File: config.mk
export PLATFORM = sky130hd
export DESIGN_NAME = cpu_program_loader
export DESIGN_NICKNAME = d
export VERILOG_FILES = /design/src/rtl/cpu_loader_pkg.sv /design/src/rtl/cpu_program_loader_byte_packer.sv /design/src/rtl/cpu_program_loader.sv
export SDC_FILE = /design/constraint.sdc
export NUM_CORES = 1
export LEC_CHECK = 0
export ABC_AREA = 1
export BUFFER_PORTS_ARGS = -buffer_cell sky130_fd_sc_hd__buf_2
export CAP_MARGIN = 20
export CORE_MARGIN = 3
export CORE_UTILIZATION = 57
export DETAILED_ROUTE_END_ITERATION = 10
export PLACE_DENSITY = 0.85
export SKIP_CTS_REPAIR_TIMING = 1
export SLEW_MARGIN = 30
export SYNTH_ARGS = -nofsm -noshare
export SYNTH_HDL_FRONTEND = slang
export SYNTH_HIERARCHICAL = 1
export SYNTH_SLANG_ARGS = --single-unit
export TNS_END_PERCENT = 50
File: constraint.sdc
create_clock -name clk -period 2.9 [get_ports clk]
set_clock_uncertainty 0.15 [all_clocks]
set_input_delay 0.58 -clock clk [delete_from_list [all_inputs] [get_ports clk]]
set_output_delay 0.58 -clock clk [all_outputs]
set_load 0.02 [all_outputs]
File: src/rtl/cpu_loader_pkg.sv
`default_nettype none
// ============================================================================
// Module   : cpu_loader_pkg
// Purpose  : Shared definitions for the cpu program loader: command byte
//            values, loader FSM state encoding and header length.
// Ports    : none (package)
// Revision : 1.0  initial release
// ============================================================================
package cpu_loader_pkg;

    localparam logic [7:0] CMD_IMEM = 8'h49;  // 'I' load instruction memory
    localparam logic [7:0] CMD_DMEM = 8'h44;  // 'D' load data memory
    localparam logic [7:0] CMD_GO   = 8'h47;  // 'G' start the cpu
    localparam logic [7:0] CMD_HALT = 8'h48;  // 'H' stop the cpu (only meaningful in RUN)

    localparam int HDR_BYTES = 4;             // base lo/hi, count lo/hi

    typedef enum logic [2:0] {
        IDLE  = 3'd0,
        HDR   = 3'd1,
        DATA  = 3'd2,
        WRITE = 3'd3,
        DONE  = 3'd4,
        RUN   = 3'd5
    } loader_state_t;

endpackage
`default_nettype wire

File: src/rtl/cpu_program_loader_byte_packer.sv
`default_nettype none
// ============================================================================
// Module   : byte_packer
// Purpose  : Collects bytes into a little-endian 32-bit word. The word is
//            presented combinationally together with the 4th byte so the
//            parent can capture it on the same edge that accepts that byte.
// Ports    : clk, rst         clock / synchronous active-high reset
//            i_clear          discard any partial word
//            i_valid, i_byte  byte strobe and value
//            o_word           {i_byte, bytes 2..0}, valid when o_word_ready
//            o_word_ready     i_valid on the 4th byte of a word
// Revision : 1.0  initial release
// ============================================================================
module byte_packer (
    input  logic        clk,
    input  logic        rst,
    input  logic        i_clear,
    input  logic        i_valid,
    input  logic [7:0]  i_byte,
    output logic [31:0] o_word,
    output logic        o_word_ready
);

    // Bytes shift in from the top so that after three bytes the first one
    // sits in bits [7:0].
    logic [23:0] r_shift;
    logic [1:0]  r_cnt;

    always_ff @(posedge clk) begin
        if (rst || i_clear) begin
            r_shift <= '0;
            r_cnt   <= '0;
        end else if (i_valid) begin
            r_shift <= {i_byte, r_shift[23:8]};
            r_cnt   <= r_cnt + 2'd1;
        end
    end

    assign o_word       = {i_byte, r_shift};
    assign o_word_ready = i_valid && (r_cnt == 2'd3);

endmodule
`default_nettype wire

File: src/rtl/cpu_program_loader.sv
`default_nettype none
// ============================================================================
// Module   : cpu_program_loader
// Purpose  : Boot/loader stage in front of the pipelined cpu. Decodes load
//            commands from a valid/ready byte stream, packs data into 32-bit
//            words and writes them through the cpu external imem/dmem write
//            ports. 'G' starts the cpu, 'H' stops it; no load can happen
//            while the cpu is enabled.
// Ports    : clk, rst                    clock / synchronous active-high reset
//            in_valid, in_data, in_ready byte stream input
//            imem_addr/wen/wdata         cpu instruction-memory write port
//            dmem_addr/wen/wdata         cpu data-memory write port
//            cpu_enable                  cpu run enable
//            load_done                   pulse after a segment completes
//            cmd_error                   pulse on an unknown command byte
// Revision : 1.0  initial release
// ============================================================================
module cpu_program_loader
    import cpu_loader_pkg::*;
#(
    parameter int ADDR_STEP = 4,
    parameter int CNT_W     = 16
) (
    input  logic        clk,
    input  logic        rst,
    input  logic        in_valid,
    input  logic [7:0]  in_data,
    output logic        in_ready,
    output logic [31:0] imem_addr,
    output logic        imem_wen,
    output logic [31:0] imem_wdata,
    output logic [31:0] dmem_addr,
    output logic        dmem_wen,
    output logic [31:0] dmem_wdata,
    output logic        cpu_enable,
    output logic        load_done,
    output logic        cmd_error
);

    loader_state_t r_state;
    loader_state_t w_state_next;

    logic [1:0]       r_hdr_cnt;
    logic [7:0]       r_hdr_lo;     // low byte of the header field being assembled
    logic [CNT_W-1:0] r_count;      // words still to be written
    logic             r_sel_dmem;
    logic [31:0]      r_addr;       // address of the next word to write
    logic [31:0]      r_imem_addr;
    logic [31:0]      r_imem_wdata;
    logic [31:0]      r_dmem_addr;
    logic [31:0]      r_dmem_wdata;
    logic             r_cmd_error;

    logic             w_in_ready;
    logic             w_accept;
    logic [15:0]      w_hdr_field;
    logic [31:0]      w_word;
    logic             w_word_ready;
    logic             w_imem_wen;
    logic             w_dmem_wen;
    logic             w_load_done;
    logic             w_cpu_enable;

    assign w_accept    = in_valid && w_in_ready;
    assign w_hdr_field = {in_data, r_hdr_lo};

    byte_packer u_packer (
        .clk          (clk),
        .rst          (rst),
        .i_clear      (r_state != DATA),
        .i_valid      (w_accept && (r_state == DATA)),
        .i_byte       (in_data),
        .o_word       (w_word),
        .o_word_ready (w_word_ready)
    );

    // ------------------------------------------------------------------
    // State register
    // ------------------------------------------------------------------
    always_ff @(posedge clk) begin
        if (rst) begin
            r_state <= IDLE;
        end else begin
            r_state <= w_state_next;
        end
    end

    // ------------------------------------------------------------------
    // Next state and state-decoded outputs
    // ------------------------------------------------------------------
    always_comb begin
        w_state_next = r_state;
        w_in_ready   = 1'b0;
        w_imem_wen   = 1'b0;
        w_dmem_wen   = 1'b0;
        w_load_done  = 1'b0;
        w_cpu_enable = 1'b0;
        case (r_state)
            IDLE: begin
                w_in_ready = 1'b1;
                if (w_accept) begin
                    if (in_data == CMD_IMEM || in_data == CMD_DMEM) begin
                        w_state_next = HDR;
                    end else if (in_data == CMD_GO) begin
                        w_state_next = RUN;
                    end
                end
            end
            HDR: begin
                w_in_ready = 1'b1;
                if (w_accept && (r_hdr_cnt == 2'(HDR_BYTES - 1))) begin
                    w_state_next = (w_hdr_field == 16'd0) ? DONE : DATA;
                end
            end
            DATA: begin
                w_in_ready = 1'b1;
                if (w_accept && w_word_ready) begin
                    w_state_next = WRITE;
                end
            end
            WRITE: begin
                w_imem_wen   = !r_sel_dmem;
                w_dmem_wen   = r_sel_dmem;
                w_state_next = (r_count == CNT_W'(1)) ? DONE : DATA;
            end
            DONE: begin
                w_load_done  = 1'b1;
                w_state_next = IDLE;
            end
            RUN: begin
                w_in_ready   = 1'b1;
                w_cpu_enable = 1'b1;
                if (w_accept && (in_data == CMD_HALT)) begin
                    w_state_next = IDLE;
                end
            end
            default: begin
                w_state_next = IDLE;
            end
        endcase
    end

    // ------------------------------------------------------------------
    // Header capture, address generation and write-port registers.
    // addr/wdata are loaded on the edge that accepts the 4th byte so they
    // are stable during the WRITE cycle and hold afterwards.
    // ------------------------------------------------------------------
    always_ff @(posedge clk) begin
        if (rst) begin
            r_hdr_cnt    <= '0;
            r_hdr_lo     <= '0;
            r_count      <= '0;
            r_sel_dmem   <= 1'b0;
            r_addr       <= '0;
            r_imem_addr  <= '0;
            r_imem_wdata <= '0;
            r_dmem_addr  <= '0;
            r_dmem_wdata <= '0;
            r_cmd_error  <= 1'b0;
        end else begin
            r_cmd_error <= 1'b0;
            case (r_state)
                IDLE: begin
                    r_hdr_cnt <= '0;
                    if (w_accept) begin
                        if (in_data == CMD_IMEM) begin
                            r_sel_dmem <= 1'b0;
                        end else if (in_data == CMD_DMEM) begin
                            r_sel_dmem <= 1'b1;
                        end else if (in_data != CMD_GO) begin
                            r_cmd_error <= 1'b1;
                        end
                    end
                end
                HDR: begin
                    if (w_accept) begin
                        r_hdr_cnt <= r_hdr_cnt + 2'd1;
                        case (r_hdr_cnt)
                            2'd0:    r_hdr_lo <= in_data;
                            2'd1:    r_addr   <= 32'(w_hdr_field);
                            2'd2:    r_hdr_lo <= in_data;
                            default: r_count  <= CNT_W'(w_hdr_field);
                        endcase
                    end
                end
                DATA: begin
                    if (w_accept && w_word_ready) begin
                        if (r_sel_dmem) begin
                            r_dmem_addr  <= r_addr;
                            r_dmem_wdata <= w_word;
                        end else begin
                            r_imem_addr  <= r_addr;
                            r_imem_wdata <= w_word;
                        end
                    end
                end
                WRITE: begin
                    r_addr  <= r_addr + 32'(ADDR_STEP);
                    r_count <= r_count - CNT_W'(1);
                end
                default: begin
                end
            endcase
        end
    end

    assign in_ready   = w_in_ready;
    assign imem_addr  = r_imem_addr;
    assign imem_wen   = w_imem_wen;
    assign imem_wdata = r_imem_wdata;
    assign dmem_addr  = r_dmem_addr;
    assign dmem_wen   = w_dmem_wen;
    assign dmem_wdata = r_dmem_wdata;
    assign cpu_enable = w_cpu_enable;
    assign load_done  = w_load_done;
    assign cmd_error  = r_cmd_error;

endmodule
`default_nettype wire

==> results of run 1 <==
through the flow:
stage	setup slack [ps]	utilization	total power [uW]	instances
after floorplan	708.8	-	4869	1365
after global placement	402.2	0.6342	5163	1667
after detailed placement	312.3	0.6342	5206	1667
after CTS	326.4	0.6807	8080	1708
after global routing	61.09	0.6807	8504	1708
final	292.2	0.6807	8071	1708
worst register-to-register path, delay by kind of cell (launching register included):
| kind | cells | cell delay, ps |
|---|---|---|
| AND/OR/NAND/NOR | 8 | 930 |
| buffers and inverters | 4 | 890 |
| flip-flops | 1 | 360 |
| AO/OA/AOI/OAI | 1 | 200 |
cells in the mapped netlist, drive strengths merged (2+ instances only):
cell / number
o21bai: 3
o21ai: 184
xor2: 6
a21oi: 53
a31oi: 5
nor2: 444
a21o: 5
buf: 53
clkbuf: 22
nand3: 47
xnor2: 8
nand2: 201
and3: 2
dfxtp: 217
ha: 8
nor3: 10
or2: 3
inv: 87
where the power goes:
part           total, uW  switching (uW)  internal (uW)
registers           3330             181           3150
clock network       2890            1180           1710
logic               1850            1130            716
total               8070            2500           5570
metal layers:
layer,vias up,global-route usage,part of all wire
met1,4138,0.3612,0.44
met4,0,0.08231,0.024
li1,4549,-,-
met5,-,0,0
met3,48,0.03987,0.078
met2,366,0.4288,0.46
worst max path at each step:
| stage | slack (ps) | endpoint | start |
|---|---|---|---|
| 2_1_floorplan | 710 | dmem_addr[10]$_SDFFE_PP0P_ | r_state[2]$_SDFFE_PP0P_ |
| 3_3_place_gp | 400 | dmem_wdata[1]$_SDFFE_PP0P_ | in_valid |
| 3_5_place_dp | 310 | dmem_addr[30]$_SDFFE_PP0P_ | in_valid |
| 4_1_cts | 330 | dmem_wdata[11]$_SDFFE_PP0P_ | r_state[2]$_SDFFE_PP0P_ |
| 5_1_grt | 60 | dmem_addr[28]$_SDFFE_PP0P_ | r_state[0]$_SDFFE_PP0P_ |
| 6_report | 290 | dmem_addr[30]$_SDFFE_PP0P_ | r_state[0]$_SDFFE_PP0P_ |
layout make-up:
class | count | share of cell area
Clock buffer | 34 | 0.06171
Clock inverter | 7 | 0.006616
Inverter | 88 | 0.03034
Multi-Input combinational cell | 985 | 0.3976
Sequential cell | 217 | 0.3960
Tap cell | 216 | 0.02464
Timing Repair Buffer | 161 | 0.08304
kinds of logic after synthesis:
| kind of cell | count (synthesis) |
|---|---|
| AO/OA/AOI/OAI | 254 |
| adder cells (fa/ha/maj) | 8 |
| AND/OR/NAND/NOR | 709 |
| buffers and inverters | 163 |
| XOR/XNOR | 14 |
| flip-flops | 217 |
registers in the layout, summed over array words and instances, names as in the netlist:
register          count
u_packer/r_cnt        2
u_packer/r_shift     24
r_addr               32
cmd_error             1
imem_wdata           32
dmem_addr            32
r_state               3
r_hdr_lo              8
dmem_wdata           32
imem_addr            32
r_count              16
r_hdr_cnt             2
r_sel_dmem            1
==> impl_metrics.py, run 1 <==
metrics = {
    "logic_synthesis": {
        "synth.distinct_cells": 37,
        "syn_avg_cell_area_um2": 6.952,
        "ys_seq_elements": 217,
        "synth-adder-area-share": 0.01055,
        "ys_warn_count": 6,
        "async_flop_share": 0,
        "seq_area_frac_synth": 0.4578,
        "synthXorXnorAreaFrac": 0.01292,
        "synth.net_count": 1384,
        "synth_simple_gate_area_share": 0.2946,
        "muxShareOfSynthArea": 0,
        "synth_cells": 1365,
        "synth_area_um2": 9489,
        "ys.flop_type": "dfxtp_1",
        "yosysTopAreaCell": "dfxtp_1",
        "synth-compound-area-share": 0.1398,
        "synth_top_family_by_area": "simple AND/OR/NAND/NOR gates",
        "synth_top_area_frac": 0.4578,
        "synth-edff-count": 0,
        "ys_top_cells_by_area": "dfxtp_1 (46%), nor2_1 (17%), nand2_1 (7.9%)",
    },
    "worst_hold_path": {
        "min_to": "imem_wdata[30]$_SDFFE_PP0P_",
        "hold_path_depth": 3,
        "hp-class": "primary input to flop",
        "hold_path.startpoint": "in_data[6]",
    },
    "final_layout": {
        "layout.nets": 1495,
        "drive_above_1_share": 0.1495,
        "multiInputGateArea_um2": 4362,
        "syn_to_final_growth_pct": 15.60,
        "layout_common_cells": "nor2_1 (437), dfxtp_1 (217), nand2_1 (199), buf_2 (144), o21ai_1 (142)",
        "final_common_cell": "nor2_1",
        "diodes": 0,
        "nFillCells": 1424,
        "fin_area_um2": 10970,
        "final-seq-area_um2": 4344,
    },
    "floorplanning": {
        "start_util": 0.5888,
        "io-pin-count": 145,
        "die_width_um": 135.0,
        "die_h_um": 135.0,
        "coreArea_um2": 16120,
        "fp.dieArea_um2": 18230,
        "row_count": 46,
    },
    "status": {
        "status": "complete, no violations",
    },
    "worst_setup_path": {
        "worst-path-stages": 13,
        "startpoint_type": "flop",
        "end_kind": "flop",
        "required_ps": 3190,
        "crit_slowest_cell": "buf_4",
        "cp.arrival_ps": 2900,
        "r2r_end": "dmem_addr[30]$_SDFFE_PP0P_",
        "critPathTopFamily": "simple AND/OR/NAND/NOR gates",
        "cp_cell_sequence": "inv_1, nand2_1, nor2_1, inv_1, nor2_4, nand2_1, inv_1, and3_1, nand2_1, nor2_4, buf_4, o21ai_1, nor2_1",
        "reg2reg_slack_ps": 290,
        "cp_max_fo": 64,
        "crit_type": "flop to flop",
        "rr_worst_depth": 13,
        "r2r-start": "r_state[0]$_SDFFE_PP0P_",
        "cp_slowest_stage_delay_ps": 570,
        "path_buf_inv": 4,
    },
    "cts": {
        "cts_buffers": 23,
        "cts_max_path_buffers": 3,
        "cts-htree-levels": 1,
        "clockRootBuffer": "clkbuf_16",
        "clk_pin_slew_ps": 60,
        "clock_latency_ps": 510,
        "cts_tree": "yes",
        "clock_sinks": 217,
    },
    "global_route": {
        "grt_pass1_vias": 8261,
        "grt_pass1_wl_um": 39990,
        "grt_start_max_net_pins": 65,
        "grt_usage": 0.2626,
        "grt_overflow": 0,
        "antenna_found_initial": 0,
    },
    "timing": {
        "relSlewSlack": 0.4950,
        "worst_pin_slew_ps": 757.4,
        "max_freq_mhz": 383.5,
        "fin_setup_tns_ps": 0,
        "fin_hold_ws_ps": 252.1,
        "rsz0062_at_grt": "false",
        "finalCritPeriodShare": 0.8992,
        "slew_violations": 0,
        "period_needed_ps": 2608,
        "setup_viol": 0,
        "hold_viol": 0,
    },
    "placement": {
        "post-dp-hpwl_um": 16510,
        "numPortBuffers": 144,
        "placed_cell_area_um2": 10220,
        "gp_congestion": 0.9289,
    },
    "route": {
        "vias": 9101,
        "finalWirelength_um": 24790,
        "wl_per_cell_um": 14.51,
        "first_iter_violations": 733,
        "route.detailed.drc": 0,
        "ant_nets": 0,
        "dr.pass1.iters": 5,
        "via_per_inst": 5.328,
    },
    "run": {
        "max-cap-violations": 0,
    },
    "pwr": {
        "power.density_nw_per_um2": 735.8,
        "peakVddDrop_mv": 0.6840,
        "leakage_uw": 0.005268,
    },
}
Note: power is estimated with default switching activity, not from simulation.
==> inputs of run 2 (changes only) <==
==> constraint.sdc (replaced) <==
create_clock -name clk -period 2.5 [get_ports clk]
set_clock_uncertainty 0.15 [all_clocks]
set_input_delay 0.375 -clock clk [delete_from_list [all_inputs] [get_ports clk]]
set_output_delay 0.375 -clock clk [all_outputs]
set_load 0.02 [all_outputs]
==> run 2 against run 1 <==
Net effect: via count grew 0.59%; total power grew 15%; non-clock buffer count grew 8; highest routed layer unchanged; cell area grew 0.48%; worst hold slack lost 210 ps; setup slack lost 130 ps; global-route usage grew 0.32 points.
==> impl_metrics.py, run 2 (same netlist as run 1, synthesis figures left out) <==
metrics = {
    "status": {
        "status": "complete, no violations",
    },
    "global_route": {
        "grt_usage": 0.2659,
        "grt_pass1_wl_um": 40640,
        "grt_start_max_net_pins": 58,
        "antenna_found_initial": 0,
        "grt_overflow": 0,
        "grt_pass1_vias": 8468,
    },
    "final_layout": {
        "nFillCells": 1351,
        "layout.nets": 1502,
        "drive_above_1_share": 0.1535,
        "final_common_cell": "nor2_1",
        "diodes": 0,
        "postLayoutCoreUtil": 0.6839,
        "layout_common_cells": "nor2_1 (435), dfxtp_1 (217), nand2_1 (199), buf_2 (144), o21ai_1 (142)",
        "syn_to_final_growth_pct": 16.15,
    },
    "route": {
        "vias": 9155,
        "route.detailed.drc": 0,
        "ant_nets": 0,
        "first_iter_violations": 741,
        "wl_per_cell_um": 14.54,
        "dr.pass1.iters": 6,
        "finalWirelength_um": 24920,
        "via_per_inst": 5.341,
    },
    "placement": {
        "preCtsSetupSlack_ps": 101.7,
        "gp_congestion": 0.9659,
        "numPortBuffers": 144,
        "post-dp-hpwl_um": 16840,
    },
    "pwr": {
        "power.density_nw_per_um2": 845.5,
        "power_uw": 9319,
        "combPwrFrac": 0.232,
        "leakage_uw": 0.005305,
        "power_switching_uw": 2840,
        "p_seq_frac": 0.414,
        "intPower_uw": 6479,
        "sw_frac_of_total": 0.3048,
        "peakVddDrop_mv": 0.5507,
        "p_clk_frac": 0.355,
    },
    "timing": {
        "fin_setup_tns_ps": 0,
        "worst_pin_slew_ps": 592.4,
        "slew_violations": 0,
        "rsz0062_at_grt": "false",
        "relSlewSlack": 0.6041,
        "fin_hold_ws_ps": 44.39,
        "setup_viol": 0,
        "finalCritPeriodShare": 0.9358,
        "period_needed_ps": 2340,
        "hold_viol": 0,
        "setup_ws_ps": 160.4,
        "max_freq_mhz": 427.4,
    },
    "floorplanning": {
        "row_count": 46,
        "io-pin-count": 145,
        "start_util": 0.5888,
        "fp.dieArea_um2": 18230,
        "coreArea_um2": 16120,
        "die_h_um": 135.0,
        "die_width_um": 135.0,
    },
    "worst_setup_path": {
        "cp_max_fo": 47,
        "rr_worst_depth": 14,
        "required_ps": 2730,
        "reg2reg_slack_ps": 160,
        "end_kind": "flop",
        "cp.arrival_ps": 2570,
        "crit_type": "flop to flop",
        "r2r-start": "r_state[2]$_SDFFE_PP0P_",
        "startpoint_type": "flop",
        "r2r_end": "imem_wdata[12]$_SDFFE_PP0P_",
    },
    "cts": {
        "cts-htree-levels": 1,
        "clock_latency_ps": 500,
        "cts_buffers": 22,
        "clock_sinks": 217,
        "cts_max_path_buffers": 3,
        "clk_pin_slew_ps": 60,
        "clockRootBuffer": "clkbuf_16",
        "cts_tree": "yes",
    },
    "worst_hold_path": {
        "hold_path.startpoint": "in_data[6]",
        "min_to": "imem_wdata[30]$_SDFFE_PP0P_",
        "hp-class": "primary input to flop",
        "hold_path_depth": 3,
    },
    "run": {
        "max-cap-violations": 0,
    },
}
[run 2: how the worst max path moves through the flow]
stage,start,to,slack (ps),depth (start not counted)
finish,r_state[2]$_SDFFE_PP0P_,imem_wdata[12]$_SDFFE_PP0P_,160,14
global route,r_state[0]$_SDFFE_PP0P_,imem_wdata[24]$_SDFFE_PP0P_,2,14
CTS,r_state[2]$_SDFFE_PP0P_,imem_wdata[12]$_SDFFE_PP0P_,90,14
detailed placement,r_state[0]$_SDFFE_PP0P_,imem_wdata[0]$_SDFFE_PP0P_,100,14
global placement,r_state[0]$_SDFFE_PP0P_,imem_addr[2]$_SDFFE_PP0P_,230,14
floorplan,r_state[2]$_SDFFE_PP0P_,dmem_addr[10]$_SDFFE_PP0P_,310,16
[run 2: worst max-delay path, cell delays in order, from the launching register on]
cell,delay (ps)
dfxtp_1,360
inv_2,120
nand2_1,130
nor2_2,150
inv_2,90
nor2_4,80
nand2_1,50
inv_1,70
and3_1,160
nand2_1,120
nor2_4,220
inv_4,130
buf_12,200
nor2_1,140
nor2_1,60
[run 2: routing by layer]
metal | routed length, um | vias up | GRT usage
met5 | 0 | - | 0
met4 | 778 | 0 | 0.09574
met3 | 1630 | 71 | 0.03428
met2 | 11410 | 369 | 0.4369
met1 | 11110 | 4148 | 0.3622
li1 | - | 4567 | -
[run 2: stage by stage]
step           cells  cell area [um2]
6_report        1714            11020
5_1_grt         1714            11020
4_1_cts         1714            11010
3_5_place_dp    1675            10280
3_3_place_gp    1675            10280
2_1_floorplan   1365             9489
[run 2: cell type report]
cell class                 instances  area [um2]  area share
multi-input combinational        985        4367      0.3962
timing repair buffer             169       974.7     0.08843
sequential                       217        4344      0.3941
inverter                          88       335.3     0.03042
tap                              216       270.3     0.02452
clock inverter                     6       87.58    0.007946
clock buffer                      33       643.1     0.05835
[run 2: power groups by stage]
stage	clock, uW	combinational [uW]	sequential (uW)
final	3310	2160	3850
after global routing	3480	2460	3880
after CTS	3360	2140	3850
after detailed placement	0	2130	3920
after global placement	0	2090	3910
after floorplan	0	1770	3880
==> inputs of run 3 (changes only) <==
CORE_UTILIZATION = 59   (was 57)
CTS_BUF_LIST = sky130_fd_sc_hd__clkbuf_8   (was not set)
PLACE_DENSITY = 0.87   (was 0.85)
==> run 3 against run 2 <==
Net effect: fmax up 0.79%; sequential share of layout area increased by 0.17 points; global-route usage up 0.67 points; wire length down 0.18%; critical endpoint is now imem_addr[17]$_SDFFE_PP0P_; largest power group unchanged.
==> impl_metrics.py, run 3 (same netlist as run 1, synthesis figures left out) <==
metrics = {
    "pwr": {
        "leakage_uw": 0.005325,
        "power.density_nw_per_um2": 824.9,
        "peakVddDrop_mv": 0.7999,
    },
    "cts": {
        "cts_max_path_buffers": 3,
        "cts-htree-levels": 2,
        "clock_sinks": 217,
        "clock_latency_ps": 520,
        "cts_tree": "yes",
        "clockRootBuffer": "clkbuf_8",
        "cts_buffers": 35,
        "clk_pin_slew_ps": 60,
    },
    "route": {
        "route.detailed.drc": 0,
        "dr.pass1.iters": 6,
        "finalWirelength_um": 24880,
        "via_per_inst": 5.318,
        "ant_nets": 0,
        "vias": 9173,
        "first_iter_violations": 844,
        "wl_per_cell_um": 14.42,
    },
    "worst_hold_path": {
        "hp-class": "primary input to flop",
        "min_to": "imem_wdata[30]$_SDFFE_PP0P_",
        "hold_path.startpoint": "in_data[6]",
        "hold_path_depth": 3,
    },
    "floorplanning": {
        "die_width_um": 132.8,
        "row_count": 45,
        "io-pin-count": 145,
        "die_h_um": 132.8,
        "coreArea_um2": 15480,
        "start_util": 0.6128,
        "fp.dieArea_um2": 17640,
    },
    "final_layout": {
        "nFillCells": 1289,
        "final_cells": 1725,
        "drive_above_1_share": 0.1631,
        "layout.nets": 1512,
        "layout_common_cells": "nor2_1 (436), dfxtp_1 (217), nand2_1 (199), buf_2 (144), o21ai_1 (142)",
        "syn_to_final_growth_pct": 15.65,
        "fin_area_um2": 10970,
        "diodes": 0,
        "final_common_cell": "nor2_1",
    },
    "global_route": {
        "grt_pass1_wl_um": 40490,
        "antenna_found_initial": 0,
        "grt_usage": 0.2726,
        "grt_overflow": 0,
        "grt_start_max_net_pins": 58,
        "grt_pass1_vias": 8395,
    },
    "placement": {
        "gp_congestion": 0.9361,
        "numPortBuffers": 144,
        "preCtsSetupSlack_ps": 112.5,
        "placed_cell_area_um2": 10250,
        "dp_cells": 1667,
        "post-dp-hpwl_um": 16590,
    },
    "worst_setup_path": {
        "end_kind": "flop",
        "r2r-start": "r_state[2]$_SDFFE_PP0P_",
        "reg2reg_slack_ps": 180,
        "required_ps": 2780,
        "r2r_end": "imem_addr[17]$_SDFFE_PP0P_",
        "crit_type": "flop to flop",
        "startpoint_type": "flop",
        "cp_max_fo": 42,
        "rr_worst_depth": 13,
        "cp.arrival_ps": 2610,
    },
    "timing": {
        "slew_violations": 0,
        "fin_setup_tns_ps": 0,
        "finalCritPeriodShare": 0.9285,
        "max_freq_mhz": 430.8,
        "setup_viol": 0,
        "period_needed_ps": 2321,
        "rsz0062_at_grt": "false",
        "worst_pin_slew_ps": 583.6,
        "setup_ws_ps": 178.8,
        "relSlewSlack": 0.6100,
        "hold_viol": 0,
    },
    "run": {
        "max-cap-violations": 0,
    },
    "status": {
        "status": "complete, no violations",
    },
}
==> run 3: cell type report <==
type / instances / area (um2) / share of cell area
multi-input cells: 985 / 4364 / 0.3977
flip-flops and latches: 217 / 4344 / 0.3958
repair buffers: 166 / 963.4 / 0.08779
clock buffers: 46 / 633.1 / 0.05769
inverters: 88 / 337.8 / 0.03078
well taps: 211 / 264.0 / 0.02406
clock inverters: 12 / 67.56 / 0.006157
==> run 3: report_power, final <==
group / total [uW] / internal (uW) / switching, uW
combinational: 2160 / 833 / 1320
clock: 3040 / 1660 / 1380
sequential: 3860 / 3650 / 202
total: 9050 / 6140 / 2910
==> run 3: worst max-delay path by stage <==
stage / startpoint / end / slack, ps / cells after the start
global placement: r_state[0]$_SDFFE_PP0P_ / imem_addr[23]$_SDFFE_PP0P_ / 210 / 14
CTS: r_state[2]$_SDFFE_PP0P_ / imem_addr[17]$_SDFFE_PP0P_ / 50 / 13
detailed placement: r_state[0]$_SDFFE_PP0P_ / dmem_wdata[17]$_SDFFE_PP0P_ / 110 / 14
finish: r_state[2]$_SDFFE_PP0P_ / imem_addr[17]$_SDFFE_PP0P_ / 180 / 13
global route: r_state[2]$_SDFFE_PP0P_ / imem_addr[17]$_SDFFE_PP0P_ / 3 / 13
floorplan: r_state[2]$_SDFFE_PP0P_ / dmem_addr[10]$_SDFFE_PP0P_ / 310 / 16
==> run 3: routing by layer <==
layer,vias up,part of all wire,global-route usage
li1,4586,-,-
met5,-,0,0
met1,4174,0.43,0.3628
met3,43,0.078,0.04563
met4,0,0.020,0.08083
met2,370,0.47,0.4571
==> run 3: worst max-delay path: stages, from the launching register on <==
cell     delay, ps
dfxtp_1        350
inv_2          110
nand2_1        120
nor2_2         140
inv_2           80
nor2_4          80
nand2_1         50
inv_1           60
and3_1         150
nand2_1        140
nor2_4         220
buf_8          300
o21ai_1        140
nor2_1         130
==> run 3: metrics by stage <==
step	hold slack, ps	utilization	total power (uW)
3_3_place_gp	319.0	0.6621	6004
5_1_grt	36.85	0.7088	9546
2_1_floorplan	294.1	-	5648
4_1_cts	8.082	0.7073	9046
6_report	14.10	0.7088	9052
3_5_place_dp	326.6	0.6621	6029
